File: config.mk
export PLATFORM = sky130hd
export DESIGN_NAME = sq_sched
export DESIGN_NICKNAME = d
export VERILOG_FILES = /design/src/rtl/sq_sched_pkg.sv /design/src/rtl/sq_sched_rr_arbiter.sv /design/src/rtl/sq_sched.sv
export SDC_FILE = /design/constraint.sdc
export NUM_CORES = 1
export LEC_CHECK = 0
export ABC_AREA = 0
export CAP_MARGIN = 20
export CORE_ASPECT_RATIO = 0.7
export CORE_MARGIN = 8
export CORE_UTILIZATION = 40
export DETAILED_ROUTE_END_ITERATION = 10
export DONT_BUFFER_PORTS = 1
export GPL_ROUTABILITY_DRIVEN = 0
export GPL_TIMING_DRIVEN = 0
export PLACE_DENSITY_LB_ADDON = 0.15
export SKIP_LAST_GASP = 1
export SYNTH_ARGS = -nofsm -noshare
export SYNTH_HDL_FRONTEND = slang
export SYNTH_SLANG_ARGS = --single-unit
export TNS_END_PERCENT = 30
File: constraint.sdc
create_clock -name clk -period 6.3 [get_ports clk]
set_input_delay 0.945 -clock clk [delete_from_list [all_inputs] [get_ports clk]]
set_output_delay 0.945 -clock clk [all_outputs]
set_load 0.01 [all_outputs]
File: src/rtl/sq_sched_pkg.sv
// Shared types and default sizing for the round-robin squarer scheduler.
package sq_sched_pkg;

  typedef enum logic [1:0] {
    IDLE = 2'd0,
    CALC = 2'd1,
    RESP = 2'd2
  } state_t;

  localparam int SQ_N_REQ = 4;
  localparam int SQ_W     = 3;
  localparam int SQ_ID_W  = $clog2(SQ_N_REQ);

  // Index width that never collapses to zero bits.
  function automatic int idx_w(input int n);
    return (n > 1) ? $clog2(n) : 1;
  endfunction

endpackage

File: src/rtl/sq_sched_rr_arbiter.sv
// Combinational round-robin arbiter: searches last+1, last+2, ... and grants the first valid request.
module rr_arbiter #(
  parameter int N_REQ = 4,
  parameter int ID_W  = 2
) (
  input  logic [N_REQ-1:0] i_req,
  input  logic [ID_W-1:0]  i_last,
  input  logic             i_en,
  output logic [N_REQ-1:0] o_grant,
  output logic [ID_W-1:0]  o_grant_idx
);

  always_comb begin
    int  w_idx;
    logic w_found;
    o_grant     = '0;
    o_grant_idx = '0;
    w_found     = 1'b0;
    w_idx       = 0;
    for (int k = 1; k <= N_REQ; k++) begin
      w_idx = int'(i_last) + k;
      if (w_idx >= N_REQ) w_idx = w_idx - N_REQ;
      if (i_en && !w_found && i_req[w_idx]) begin
        w_found          = 1'b1;
        o_grant[w_idx]   = 1'b1;
        o_grant_idx      = ID_W'(w_idx);
      end
    end
  end

endmodule

File: src/rtl/sq_sched.sv
// Round-robin scheduler feeding one shift-add squarer; one partial product per CALC cycle.
module sq_sched
  import sq_sched_pkg::*;
#(
  parameter int N_REQ = SQ_N_REQ,
  parameter int W     = SQ_W,
  parameter int ID_W  = idx_w(N_REQ)
) (
  input  logic               clk,
  input  logic               rst,
  input  logic [N_REQ-1:0]   req_valid,
  input  logic [N_REQ*W-1:0] req_data,
  output logic [N_REQ-1:0]   req_ready,
  output logic               rsp_valid,
  output logic [ID_W-1:0]    rsp_id,
  output logic [2*W-1:0]     rsp_data,
  input  logic               rsp_ready,
  output logic               busy
);

  localparam int STEP_W = idx_w(W);

  // Handshake: a transfer happens on any cycle where valid and ready are both high.
  // Requesters hold valid/data until their ready bit is seen; the response is held until rsp_ready.

  state_t             r_state;
  logic [ID_W-1:0]    r_last;
  logic [ID_W-1:0]    r_id_q;
  logic [W-1:0]       r_op;
  logic [2*W-1:0]     r_acc;
  logic [STEP_W-1:0]  r_step;
  logic               r_rsp_valid;
  logic [ID_W-1:0]    r_rsp_id;
  logic [2*W-1:0]     r_rsp_data;

  logic [N_REQ-1:0]   w_grant;
  logic [ID_W-1:0]    w_grant_idx;
  logic               w_accept;
  logic [W-1:0]       w_op_sel;
  logic [2*W-1:0]     w_op_ext;
  logic [2*W-1:0]     w_pp;
  logic [2*W-1:0]     w_acc_next;
  logic               w_last_step;

  rr_arbiter #(
    .N_REQ (N_REQ),
    .ID_W  (ID_W)
  ) u_arb (
    .i_req       (req_valid),
    .i_last      (r_last),
    .i_en        (r_state == IDLE),
    .o_grant     (w_grant),
    .o_grant_idx (w_grant_idx)
  );

  assign w_accept = |w_grant;

  always_comb begin
    w_op_sel = '0;
    for (int i = 0; i < N_REQ; i++) begin
      if (w_grant[i]) w_op_sel = req_data[i*W +: W];
    end
  end

  assign w_op_ext    = {{W{1'b0}}, r_op};
  assign w_pp        = r_op[r_step] ? (w_op_ext << r_step) : '0;
  assign w_acc_next  = r_acc + w_pp;
  assign w_last_step = (r_step == STEP_W'(W - 1));

  always_ff @(posedge clk) begin
    if (rst) begin
      r_state     <= IDLE;
      r_last      <= ID_W'(N_REQ - 1);
      r_id_q      <= '0;
      r_op        <= '0;
      r_acc       <= '0;
      r_step      <= '0;
      r_rsp_valid <= 1'b0;
      r_rsp_id    <= '0;
      r_rsp_data  <= '0;
    end else begin
      case (r_state)
        IDLE: begin
          if (w_accept) begin
            r_op    <= w_op_sel;
            r_id_q  <= w_grant_idx;
            r_last  <= w_grant_idx;
            r_acc   <= '0;
            r_step  <= '0;
            r_state <= CALC;
          end
        end
        CALC: begin
          r_acc  <= w_acc_next;
          r_step <= r_step + STEP_W'(1);
          // The response registers load the final sum directly so RESP outputs are registered.
          if (w_last_step) begin
            r_state     <= RESP;
            r_rsp_valid <= 1'b1;
            r_rsp_data  <= w_acc_next;
            r_rsp_id    <= r_id_q;
          end
        end
        RESP: begin
          if (rsp_ready) begin
            r_state     <= IDLE;
            r_rsp_valid <= 1'b0;
            r_rsp_data  <= '0;
            r_rsp_id    <= '0;
          end
        end
        default: r_state <= IDLE;
      endcase
    end
  end

  assign req_ready = w_grant;
  assign rsp_valid = r_rsp_valid;
  assign rsp_id    = r_rsp_id;
  assign rsp_data  = r_rsp_data;
  assign busy      = (r_state != IDLE);

endmodule

==> impl_metrics.ini, run 1 <==
[placement]
io_buffers = 0
dpl.hpwl_um = 3170
place_ws_ps = 2530

[grt]
grt.total_usage_pct = 12.2
grt_pass1_vias = 1409
overflow = 0
antenna_found_initial = 0
grt_max_degree = 14
grt_pass1_wl_um = 6720

[timing]
hold_violations = 0
period_share_pct = 64.4
setup_viol = 0
tns_ps = 0
finalMaxSlewViolations = 0
max_freq_mhz = 246
fin_skew_ps = 6.53
tightest_slew_ps = 781
relSlewSlack_pct = 47.7
rsz0062_at_grt = false
fin_crit_ps = 4060
fin_ws_ps = 2240

[route]
drt_iter0_markers = 56
drc_errors = 0
wl_per_cell_um = 15.7
via_count = 1436
wl_um = 4040
dr.pass1.iters = 4
detail-route-antenna-nets = 0
viasPerCell = 5.59

[synth]
ys_warn_count = 0
async_flop_share_pct = 0
avgSynthCellArea_um2 = 8.66
syn-num-nets = 232
ys_seq_area_share_pct = 30.2
syn_inst = 199
synth-seq-cells = 26
syn-cell-area_mm2 = 0.00172
ys.flop_type = dfxtp_1
synth_edf_count = 0
synth.distinct_cells = 43

[pwr]
leakage_uw = 0.000757
power.total_uw = 861
p_per_area_mw_per_mm2 = 470
peakVddDrop_mv = 0.223

[hold_path]
worstHoldPathType = flop to flop

[clocking]
cts_max_level = 1
post_cts_resize_count = 0
post_cts_buffers = 0
cts_tree = built
clockBufferDepth = 2
clock_sinks = 26
cts-buffers-inserted = 3
clock_latency_ps = 270
cts_root_buf = clkbuf_8
clk_pin_slew_worst_paths_ps = 90
holdBufCountCts = 0

[die]
start_util_pct = 40.7
io_pins = 33
dieArea_mm2 = 0.00670
die_h_um = 70.9
rows = 20
die_w_um = 94.4
core_region_area_mm2 = 0.00423

[worst_setup_path]
cp-end-kind = output port
worstSetupPathType = flop to output port
worstPathMaxFanout = 10
crit_path_start_kind = flop
cp.arrival_ps = 3110
worstPathRequired_ps = 5350

[layout]
n_antenna_cell = 0
area_delta_synth_final_pct = 6.39
layout-drive-gt1-share_pct = 11.4
fin_nets = 237

[outcome]
outcome = finished, final reports clean

[run]
cap_violations = 0
[flip-flops by register name, summed over array words and instances (netlist names)]
signal,cells
rsp_data,6
r_op,3
r_acc,6
rsp_valid,1
r_last,2
r_state,2
rsp_id,2
r_id_q,2
r_step,2
[report_power, final]
| group | internal (uW) | switching [uW] | total (uW) |
|---|---|---|---|
| Combinational | 230 | 317 | 547 |
| Clock | 42.8 | 49.5 | 92.3 |
| Sequential | 192 | 29.8 | 222 |
[cell usage after synthesis, types with 2 or more instances]
library cell | number | area (um2)
dfxtp_1 | 26 | 521
nor2_1 | 22 | 82.6
a21oi_1 | 21 | 105
ha_1 | 13 | 163
inv_1 | 13 | 48.8
nand2_1 | 12 | 45.0
a22oi_1 | 7 | 52.6
nor3_1 | 7 | 35.0
nand3_1 | 6 | 30.0
buf_2 | 5 | 25.0
a21o_1 | 4 | 30.0
a221oi_2 | 4 | 60.1
a31oi_1 | 4 | 25.0
a32o_1 | 4 | 40.0
clkbuf_1 | 4 | 15.0
mux4_2 | 4 | 90.1
nor3b_1 | 4 | 30.0
o21ai_0 | 4 | 20.0
a221o_1 | 3 | 30.0
xnor2_1 | 3 | 26.3
mux2i_1 | 2 | 20.0
nand2b_1 | 2 | 12.5
nor2b_1 | 2 | 12.5
o21bai_1 | 2 | 15.0
or3_1 | 2 | 12.5
xor2_1 | 2 | 17.5
[final timing paths]
path                                             start                    end  slack [ps]  cells after the start
worst max-delay path            r_last[0]$_SDFFE_PP1P_           req_ready[3]        2240                      9
worst min-delay path             r_acc[0]$_SDFFE_PP0P_  r_acc[0]$_SDFFE_PP0P_         480                      2
worst max register to register  r_last[0]$_SDFFE_PP1P_  r_acc[2]$_SDFFE_PP0P_        2710                     12
worst min register to register   r_acc[0]$_SDFFE_PP0P_  r_acc[0]$_SDFFE_PP0P_         480                      2
[cell families after synthesis]
kind of cell             Yosys count  share of synthesized area (%)
AND/OR/NAND/NOR                   63                           18.9
AO/OA/AOI/OAI                     57                           23.8
buffers and inverters             27                           6.90
flip-flops                        26                           30.2
adder cells (fa/ha/maj)           14                           10.6
multiplexers                       7                           7.04
XOR/XNOR                           5                           2.54
[worst max-delay path: stages (launching register included)]
cell,delay [ps]
dfxtp_1,470
buf_2,270
inv_1,130
ha_1,290
buf_2,170
mux4_2,520
nand2b_1,170
nor3b_2,390
a221o_1,210
buf_2,230
[metrics by stage]
stage	hold slack, ps	util (%)	std cells	instance area (um2)
CTS	483	43.3	257	1830
global placement	462	42.4	254	1790
global route	500	43.3	257	1830
floorplan	437	-	199	1720
detailed placement	471	42.4	254	1790
finish	481	43.3	257	1830
[layout make-up]
cell class / instances / area, um2
Tap cell: 55 / 68.8
Multi-Input combinational cell: 146 / 1080
Fill cell: 442 / 2400
Buffer: 12 / 62.6
Inverter: 15 / 56.3
Sequential cell: 26 / 520
Clock buffer: 3 / 41.3
[placed cells by master, fill, tap and decap left out, types with 5 or more instances in the layout]
cell type,netlist,routed
nand3_1,6,6
nand2_1,12,12
buf_2,5,5
dfxtp_1,26,26
inv_1,13,13
a21oi_1,21,21
a22oi_1,7,7
ha_1,13,13
nor3_1,7,7
nor2_1,22,22
[layer usage]
metal / up-vias / GRT usage, % / part of all wire [%]
met5: - / 0 / 0
met4: 0 / 1.05 / 0.25
met3: 2 / 5.18 / 8.5
met2: 30 / 18.8 / 42
met1: 679 / 15.8 / 49
li1: 725 / - / -
No activity file was read; power rests on OpenSTA's default activity.
==> run 2, diff against run 1 <==
- clock period: 6.3 -> 3.3 ns (I/O delays scaled with it)
==> run 2 against run 1 <==
Effect of this change: flip-flop and latch count unchanged; sequential share of layout area is 1.5 points lower; global-route usage increased by 0.42 points; die area did not move; utilization rose by 3.1 points; register-to-register slack got worse by 2600 ps; count of clock-buffer cells in the layout unchanged; critical path depth up 4; critical path type is now flop to flop; non-clock buffer count rose by 9; total power is 120% higher; wire length up 4.3%.
==> impl_metrics.ini, run 2 (same netlist as run 1, synthesis figures left out) <==
[grt]
overflow = 0
antenna_found_initial = 0
grt_pass1_wl_um = 6960
grt_max_degree = 14
grt.total_usage_pct = 12.6
grt_pass1_vias = 1468

[run]
cap_violations = 0

[placement]
io_buffers = 0
dpl.hpwl_um = 3170
placed_cell_area_mm2 = 0.00179

[pwr]
leakage_uw = 0.000817
p_per_area_mw_per_mm2 = 965
peakVddDrop_mv = 0.512

[worst_setup_path]
worstSetupPathType = flop to flop
cp-end-kind = flop
worstPathMaxFanout = 10
crit_path_start_kind = flop
worstPathRequired_ps = 3480
cp.arrival_ps = 3320
r2r_slack_ps = 160

[clocking]
cts_max_level = 1
clk_pin_slew_worst_paths_ps = 90
cts-buffers-inserted = 3
clockBufferDepth = 2
clock_sinks = 26
clock_latency_ps = 260
cts_root_buf = clkbuf_8
cts_tree = built

[route]
drt_iter0_markers = 73
dr.pass1.iters = 4
via_count = 1475
viasPerCell = 5.55
detail-route-antenna-nets = 0
wl_per_cell_um = 15.9
wl_um = 4220
drc_errors = 0

[die]
die_w_um = 94.4
io_pins = 33
rows = 20
start_util_pct = 40.7
die_h_um = 70.9
dieArea_mm2 = 0.00670
core_region_area_mm2 = 0.00423

[layout]
mostFrequentLayoutCells = 24 x dfxtp_1, 22 x nor2_1, 21 x a21oi_1, 13 x ha_1
fin_nets = 246
area_delta_synth_final_pct = 14.1
final_util_pct = 46.5
layout-drive-gt1-share_pct = 17.1
fin_area_mm2 = 0.00197
layout_commonest_cell = dfxtp_1
n_antenna_cell = 0

[timing]
setup_viol = 0
hold_violations = 0
rsz0062_at_grt = false
relSlewSlack_pct = 48.5
tightest_slew_ps = 769
max_freq_mhz = 318
tns_ps = 0
finalMaxSlewViolations = 0
period_share_pct = 95.2
fin_crit_ps = 3140
fin_skew_ps = 7.12

[hold_path]
worstHoldPathType = input pin to flop

[outcome]
outcome = finished, final reports clean
run 2: per-layer routing:
layer	vias up	part of all wire, %	GRT usage, %
met5	-	0	0
met4	0	0.24	1.05
met3	2	8.9	5.18
met2	35	44	19.8
met1	697	47	16.2
li1	741	-	-
run 2: repair_timing:
item / CTS / global route
hold buffers: 0 / 0
pin swaps: 2 / 5
endpoints found under the setup margin: 20 / 20
gates cloned: 2 / 0
gates resized for setup: 14 / 6
setup buffers: 4 / 3
run 2: layout make-up:
type | instances | area, um2
fillers | 428 | 2260
multi-input cells | 146 | 1110
flip-flops and latches | 26 | 528
plain buffers | 12 | 93.8
repair buffers | 9 | 68.8
well taps | 55 | 68.8
inverters | 15 | 56.3
clock buffers | 3 | 41.3
run 2: metrics by stage:
| stage | instances | worst slack [ps] | hold WS (ps) | total power (uW) |
|---|---|---|---|---|
| 6_report | 266 | 158 | 447 | 1900 |
| 5_1_grt | 266 | 12.0 | 457 | 2050 |
| 4_1_cts | 263 | 5.30 | 452 | 1850 |
| 3_5_place_dp | 254 | -280 | 471 | 1480 |
| 3_3_place_gp | 254 | -236 | 462 | 1450 |
| 2_1_floorplan | 199 | 124 | 437 | 1280 |
run 2: critical path, cell delays in order (launching register included):
cell and delay (ps):
dfxtp_4 380, buf_6 140, inv_2 60, ha_1 280
buf_4 140, mux4_2 510, and3b_4 240, a221o_1 360
buf_6 150, nor4_4 250, buf_4 180, buf_6 110
a21oi_1 40, a221oi_2 220
run 2: path summary, 6_finish.rpt:
| check | from | to | cells past startpoint |
|---|---|---|---|
| max | r_last[0]$_SDFFE_PP1P_ | r_op[0]$_SDFFE_PP0P_ | 13 |
| min | rsp_ready | r_state[1]$_SDFFE_PP0P_ | 3 |
| max reg2reg | r_last[0]$_SDFFE_PP1P_ | r_op[0]$_SDFFE_PP0P_ | 13 |
| min reg2reg | r_acc[0]$_SDFFE_PP0P_ | r_acc[0]$_SDFFE_PP0P_ | 2 |
run 2: power breakdown:
part	internal, uW	switching [uW]
sequential	373	53.7
combinational	621	675
clock	81.6	92.3
total	1080	821
